<file path="src/rtl/rr_dff_bank_arbiter_pkg.sv">
// Shared types and defaults for the round-robin DFF bank arbiter.
// The LOCKED state exists only when ARB_LOCK_EN is defined.
package rr_arb_pkg;

  localparam int unsigned ARB_N_DEF = 4;
  localparam int unsigned ARB_W_DEF = 8;

  typedef enum logic [1:0] {
    IDLE,
    GRANT
`ifdef ARB_LOCK_EN
    , LOCKED
`endif
  } arb_state_e;

endpackage

</file>
<file path="src/rtl/rr_dff_bank_arbiter_pick.sv">
// Combinational round-robin picker: first set request at or above ptr,
// wrapping from N-1 back to 0.
module rr_pick #(
  parameter int unsigned N  = 4,
  parameter int unsigned SW = $clog2(N)
) (
  input  logic [N-1:0]  req,
  input  logic [SW-1:0] ptr,
  output logic [SW-1:0] win,
  output logic          any
);

  int unsigned idx;

  // Scan upward from ptr and keep the first requester found.
  always_comb begin
    win = '0;
    any = 1'b0;
    idx = 0;
    for (int unsigned k = 0; k < N; k++) begin
      idx = (32'(ptr) + k) % N;
      if (!any && req[idx[SW-1:0]]) begin
        any = 1'b1;
        win = idx[SW-1:0];
      end
    end
  end

endmodule

</file>
<file path="src/rtl/rr_dff_bank_arbiter.sv">
// Round-robin arbiter sharing one W-bit result register among N requesters.
// Optional feature macro: ARB_LOCK_EN (adds lock port and LOCKED streaming).
module rr_dff_bank_arbiter
  import rr_arb_pkg::*;
#(
  parameter int unsigned N  = ARB_N_DEF,
  parameter int unsigned W  = ARB_W_DEF,
  parameter int unsigned SW = $clog2(N)
) (
  input  logic           clk,
  input  logic           rst,
  input  logic [N-1:0]   req,
  input  logic [N*W-1:0] data,
`ifdef ARB_LOCK_EN
  input  logic [N-1:0]   lock,
`endif
  output logic [N-1:0]   gnt,
  output logic [W-1:0]   q,
  output logic           q_valid,
  output logic [SW-1:0]  q_src,
  output logic           busy
);

  arb_state_e    state, state_d;
  logic [SW-1:0] ptr, ptr_d;
  logic [SW-1:0] win;
  logic          any;
  logic [N-1:0]  gnt_d;
  logic [W-1:0]  q_d;
  logic          qv_d;
  logic [SW-1:0] src_d;
  logic [W-1:0]  data_a [N];

  rr_pick #(.N(N), .SW(SW)) u_pick (
    .req (req),
    .ptr (ptr),
    .win (win),
    .any (any)
  );

  // Unpack the flat data bus into per-requester words.
  always_comb begin
    for (int unsigned k = 0; k < N; k++) begin
      data_a[k] = data[k*W +: W];
    end
  end

  // State and registered outputs; reset clears everything immediately.
  always_ff @(posedge clk or negedge rst) begin
    if (!rst) begin
      state   <= IDLE;
      ptr     <= '0;
      gnt     <= '0;
      q       <= '0;
      q_valid <= 1'b0;
      q_src   <= '0;
    end else begin
      state   <= state_d;
      ptr     <= ptr_d;
      gnt     <= gnt_d;
      q       <= q_d;
      q_valid <= qv_d;
      q_src   <= src_d;
    end
  end

  // Next-state: one-cycle GRANT, optionally extended into LOCKED.
  always_comb begin
    state_d = state;
    case (state)
      IDLE: if (any) state_d = GRANT;
      GRANT: begin
        state_d = IDLE;
`ifdef ARB_LOCK_EN
        if (lock[q_src]) state_d = LOCKED;
      end
      LOCKED: begin
        if (!lock[q_src]) state_d = IDLE;
`endif
      end
      default: state_d = IDLE;
    endcase
  end

  // Next values of the registered outputs and the priority pointer.
  always_comb begin
    gnt_d = '0;
    q_d   = q;
    qv_d  = 1'b0;
    src_d = q_src;
    ptr_d = ptr;
    case (state)
      IDLE: begin
        if (any) begin
          gnt_d[win] = 1'b1;
          q_d        = data_a[win];
          qv_d       = 1'b1;
          src_d      = win;
          ptr_d      = (win == SW'(N-1)) ? '0 : win + SW'(1);
        end
      end
`ifdef ARB_LOCK_EN
      GRANT, LOCKED: begin
        if (lock[q_src]) begin
          gnt_d[q_src] = 1'b1;
          q_d          = data_a[q_src];
          qv_d         = 1'b1;
        end
      end
`endif
      default: ;
    endcase
  end

  assign busy = (state != IDLE);

endmodule

</file>
<file path="config.mk">
export PLATFORM = sky130hd
export DESIGN_NAME = rr_dff_bank_arbiter
export DESIGN_NICKNAME = d
export VERILOG_FILES = /design/src/rtl/rr_dff_bank_arbiter_pkg.sv /design/src/rtl/rr_dff_bank_arbiter_pick.sv /design/src/rtl/rr_dff_bank_arbiter.sv
export SDC_FILE = /design/constraint.sdc
export NUM_CORES = 1
export LEC_CHECK = 0
export CAP_MARGIN = 10
export CORE_MARGIN = 4
export CORE_UTILIZATION = 35
export CTS_CLUSTER_DIAMETER = 50
export DETAILED_ROUTE_END_ITERATION = 6
export PLACE_DENSITY = 0.73
export SETUP_SLACK_MARGIN = 0.2
export SYNTH_ARGS = -nofsm -noshare
export SYNTH_HDL_FRONTEND = slang
export SYNTH_SLANG_ARGS = --single-unit
</file>
<file path="constraint.sdc">
create_clock -name clk -period 2 [get_ports clk]
set_input_delay 0.2 -clock clk [delete_from_list [all_inputs] [get_ports clk]]
set_output_delay 0.2 -clock clk [all_outputs]
set_load 0.01 [all_outputs]
</file>
# --- Word level (Yosys, flattened, before mapping) ---
# Cells that the tools add are included.
# Widths: inputs -> output; s select.
classes:
  addsub: 4
  order_cmp: 7
  eq_ne: 2
  mux: 28
  bitwise_logic: 1
  reduce_logical: 10
ops:
  columns: ["op", "count"]
  rows:
  - ["$bmux 8 s2", 1]
  - ["$mux 8", 2]
  - ["$lt 2x3->1 const B", 5]
  - ["$mux 2", 7]
  - ["$mux 1", 11]
  - ["$bmux 1 s2", 4]
  - ["$mux 4", 2]
  - ["$add 2x1->2 const B", 2]
  - ["$add 2x2->2 const B", 2]
  - ["$logic_and 1x1->1", 4]
  - ["$ge 3x3->1 const B", 1]
  - ["$logic_not 1->1", 3]
  - ["$not 2->3", 1]
  - ["$demux 1 s2", 1]
  - ["$eq 2x2->1 const B", 1]
  - ["$ge 2x1->1 const B", 1]
  - ["$logic_not 2->1", 1]
  - ["$ne 2x2->1 const B", 1]
  - ["$reduce_and 2->1", 1]
  - ["$reduce_bool 2->1", 1]
word_totals:
  register_bits: 19
  input_bits: 38

# --- Longest topological paths before layout ---
logic_depth:
  ltp_word: 18
  mapped_depth: 7
  depth_no_buf: 6

# --- Modules after synthesis ---
# A second synthesis with hierarchy kept.
hier_totals:
  hier_cells: 70
  hier_area_um2: 998.5
by_module_without_submodules:
  columns: ["mod", "instances", "cells_each", "area_per_inst_um2", "seq_area_each_um2"]
  rows:
  - ["rr_dff_bank_arbiter", 1, 55, 920.9, 450.4]
  - ["rr_pick", 1, 15, 77.6, 0.0]

# --- Least setup slack after synthesis ---
# Ideal clock, no wire load.
synth_path:
  kind: "flip-flop to flip-flop"
  from: "register ptr[1]"
  to: "register q[1]"
  setup_ns: 0.126
  arrival_time_ns: 1.689
  required_time_ns: 1.874
  path_slack_ns: 0.185
  path_stages_with_launch: 7
  path_buffers: 1
  period_less_slack_ns: 1.815
  path_cell_list: "dfrtp_1 mux2i_1 o2bb2ai_2 nor2_4 buf_6 mux2_4 a221o_1"
synth_via:
  elab_chain_len: 16
  elab_cells_between_ends: 30
  cone_classes: "3 x add/sub; 19 x mux; 1 x bitwise; 7 x reduce/logical"
synth_rtl:
  columns: ["item", "line", "source"]
  rows:
  - ["start, declared", "rr_dff_bank_arbiter.sv:25", "logic [SW-1:0] ptr, ptr_d;"]
  - ["start signal, assigned", "rr_dff_bank_arbiter.sv:59", "ptr <= ptr_d;"]
  - ["branches (longest 16 deep; another with $add 2x1->2)", null, null]
  - ["end signal, assigned", "rr_dff_bank_arbiter.sv:61", "q <= q_d;"]
  - ["end, declared", "rr_dff_bank_arbiter.sv:18", "output logic [W-1:0] q,"]
# Several ways; the timed one is not identified. The select of a mux whose other input is x is not followed.
# A chain may end at the register's enable or synchronous reset.

# --- Final worst setup path ---
layout_path:
  from: "register ptr[1]"
  to: "register q[2]"
# Same word-level chain as after synthesis.

==> impl_summary.txt <==
----------------------------------------------------
[Clock network]
  Number of hold-repair buffers added at the cts stage ... 0
  Clock-pin slew of the registers on the worst-case setup and hold paths ... 100 ps
  # H-tree levels ... 1
  CTS max path bufs ... 2
  Number of buffers created by CTS ... 3
  Clock tree sinks ... 18
  Clock latency reported for the late side of the worst-skew pair ... 300 ps
  Clock tree from TritonCTS ... built
  Clock Root Buffer ... sky130_fd_sc_hd__clkbuf_4

[Synth]
  Most used flip-flop cell after synthesis ... sky130_fd_sc_hd__dfrtp_1
  Sequential cell area fraction in the yosys report ... 0.4528
  Library cells used by synthesis ... 31
  Number of instances in the synthesized netlist ... 94
  Post-Synth Adder-Cell Area ... 0.01258
  Yosys warns ... 0
  Async set-reset flop share out of synthesis ... 1.000
  Mux share of post-synthesis cell area ... 0.1170
  Synthesized area ... slightly below 1000 sq um
  Syn_area_per_cell ... about 11 sq um
  Syn_nets ... between 100 and 150
  Synthesized-area fraction occupied by xor and xnor cells ... 0
  Flop and latch count out of synthesis ... 18
  Dominant combinational cell family by area after synthesis ... compound AO/OA/AOI/OAI gates
  EDFF count, synth ... 0
  Synth Area in Compound Gates ... 0.2503
  Dominant cells by area after synthesis ... sky130_fd_sc_hd__dfrtp_1, sky130_fd_sc_hd__mux2_4, sky130_fd_sc_hd__a221o_1
  Synth area leader ... sky130_fd_sc_hd__dfrtp_1
  Share of the synthesized area in the top cell type ... 0.4528
  Basic-gate share of the synthesized area counting and, or, nand and nor cells ... 0.1447

[Worst setup path]
  Category of the worst setup path launch point ... register
  Critical Setup Path Class ... reg -> reg
  Worst setup path end ... q[2]$_DFFE_PN0P_
  Endpoint arrival time on the critical path ... around 2000 ps
  Reg2reg path depth ... 6
  First element of the critical path ... ptr[1]$_DFFE_PN0P_
  Worst Path Max Fanout ... 6
  Worst reg2reg setup slack ... between 200 and 250 ps
  Data required time at the worst endpoint ... ~2200 ps
  RR Startpoint ... ptr[1]$_DFFE_PN0P_
  Endpoint of the most critical register-to-register path ... q[2]$_DFFE_PN0P_
  Crit. End Element ... register

[Final layout]
  Final antenna diode count ... 0
  Non-filler cells in the finished layout ... approximately 200
  Area occupied by registers ... about 450 sq um
  Multi-input logic area ... roughly 550 sq um
  Most common library cell in the layout ignoring fill and taps ... sky130_fd_sc_hd__clkdlybuf4s50_1
  Syn-to-layout area delta ... 73.21%
  Commonest cells after routing, fill and taps aside ... sky130_fd_sc_hd__clkdlybuf4s50_1, sky130_fd_sc_hd__dfrtp_1, sky130_fd_sc_hd__buf_4
  Fill cells ... about 230
  Nets ... between 200 and 250
  Share of final-layout standard cells stronger than drive strength 1 ... 0.2134

[Placed design]
  Post-placement setup slack ... -43.17 ps
  Placed cells ... between 150 and 200
  Placed wire-length estimate after detailed placement ... 2.532 mm
  IO buf count ... between 50 and 60
  Routability-driven placement congestion ratio ... about 0.91

[Routing]
  Average wire per cell in the routed design ... between 15 and 20 um
  Detailed-router iteration count before antenna repair ... 4
  Detailed-route DRC error count ... 0
  Number of vias per cell ... between 5 and 6
  Vias after detailed routing ... around 1100
  DRT antenna net count ... 0
  Total Wirelength ... 3.244 mm
  DR iter-0 viols ... 35

[Run]
  MaxCap Viol Count ... 0

[Pwr]
  Total power density per cell area ... approximately 1200 nW/um^2
  VDD IR max ... roughly 0.7 mV
  Lkg Pwr ... 0.7355 nW

[Global routing]
  Largest net degree at the start of global routing ... 19
  Global Route Usage Sum ... 0.1839
  Vias in the first global route ... between 1000 and 1500
  Initial antenna violation count ... 0
  Remaining Overflow, GRT ... 0
  Global-route wire length before repair ... between 4 and 5 mm

[STA]
  Worst Tran Pin Value ... around 830 ps
  Tightest slew margin relative to the limit ... 0.4473
  RSZ-0062 raised after global routing ... true
  Least setup slack across all paths after layout ... 210.5 ps
  Setup Viol. Count Final ... 0
  Max Clock Skew ... between 1.5 and 2 ps
  Count of final max-slew check failures ... 0
  Summed negative setup slack over all endpoints ... 0 ps
  Time the worst path needs with I/O delays and setup ... around 1800 ps
  Final hold viol count ... 0
  FMAX ... approximately 0.56 GHz
  Ratio of final minimum period to clock period ... 0.8947

[Worst hold path]
  Worst hold path type ... in -> async

[Run status]
  Result of the run ... completed

[Floorplanning]
  Die extent in y ... slightly above 60 um
  Initial core utilization ... 0.3638
  Die footprint ... roughly 3800 sq um
  Number of rows created at floorplan ... 19
  Boundary Pins ... 54
  Die X-Extent ... between 60 and 70 um
  Floorplan core area ... about 2700 sq um

----------------------------------------------------
[how the worst min path moves through the flow]
stage                              start                    to  slack [ps]  cells after the start
finish                               rst      q[7]$_DFFE_PN0P_         370                      1
global route                         rst      q[0]$_DFFE_PN0P_         440                      1
floorplan                            rst      gnt[0]$_DFF_PN0_        -100                      0
detailed placement  q_src[0]$_DFFE_PN0P_  q_src[0]$_DFFE_PN0P_         490                      2
global placement    q_src[0]$_DFFE_PN0P_  q_src[0]$_DFFE_PN0P_         470                      2
CTS                                  rst      q[0]$_DFFE_PN0P_         390                      1
[layout make-up]
| type | instances | share of cell area |
|---|---|---|
| clock buffer | 3 | 0.01307 |
| inverter | 2 | 0.004357 |
| multi-input combinational | 73 | 0.3195 |
| sequential | 18 | 0.2629 |
| tap | 31 | 0.02251 |
| timing repair buffer | 68 | 0.3776 |
[repair_timing]
item / in CTS / in global routing
setup endpoints to repair: 9 / 8
pin swaps: 2 / 3
gates cloned: 0 / 1
gates resized for setup: 4 / 7
buffers inserted: 1 / 1
[critical path: stages (launching register included)]
cell                        delay, ps
sky130_fd_sc_hd__dfrtp_2          450
sky130_fd_sc_hd__mux2i_2          270
sky130_fd_sc_hd__o2bb2ai_2        170
sky130_fd_sc_hd__nor2_4            70
sky130_fd_sc_hd__buf_6            130
sky130_fd_sc_hd__mux2_4           280
sky130_fd_sc_hd__a221o_1          310
[registers in the layout, summed over array words and instances, names as in the netlist]
signal,cells
gnt,4
state,1
ptr,2
q_valid,1
q,8
q_src,2
[Yosys cell counts (all sizes together), types with 2 or more instances]
master,count
nand2,7
nand2b,2
nor3,2
a21o,3
o21ai,7
a21boi,2
a221o,6
mux2,6
nand3,6
a211oi,5
a21oi,8
mux2i,3
dfrtp,18
nor2,8
[per-stage QoR]
step / hold slack, ps / utilization / power (mW) / cell area [sq um]
floorplan: -95.59 / - / 1.146 / 994.7
global placement: 467.7 / 0.6023 / 1.672 / 1647
detailed placement: 485.8 / 0.6023 / 1.714 / 1647
CTS: 389.2 / 0.6201 / 1.944 / 1695
global route: 437.1 / 0.6302 / 2.098 / 1723
finish: 368.0 / 0.6302 / 1.986 / 1723
[kinds of logic (layout without fill, tap and decap cells)]
family / Yosys count / count (layout)
AO/OA/AOI/OAI: 34 / 35
adder cells (fa/ha/maj): 1 / 1
buffers and inverters: 4 / 73
flip-flops: 18 / 18
multiplexers: 9 / 9
AND/OR/NAND/NOR: 28 / 28
[power breakdown]
group | internal, mW | switching (mW)
Combinational | 0.667 | 0.507
Clock | 0.0703 | 0.115
Sequential | 0.514 | 0.112
[routing by layer]
metal / GRT usage / share of wire / vias up
met2: 0.3399 / 0.54 / 43
met5: 0 / 0 / -
li1: - / - / 493
met3: 0.04403 / 0.059 / 10
met4: 0.08669 / 0.024 / 0
met1: 0.1940 / 0.37 / 526
(Power assumes the default switching activity.)
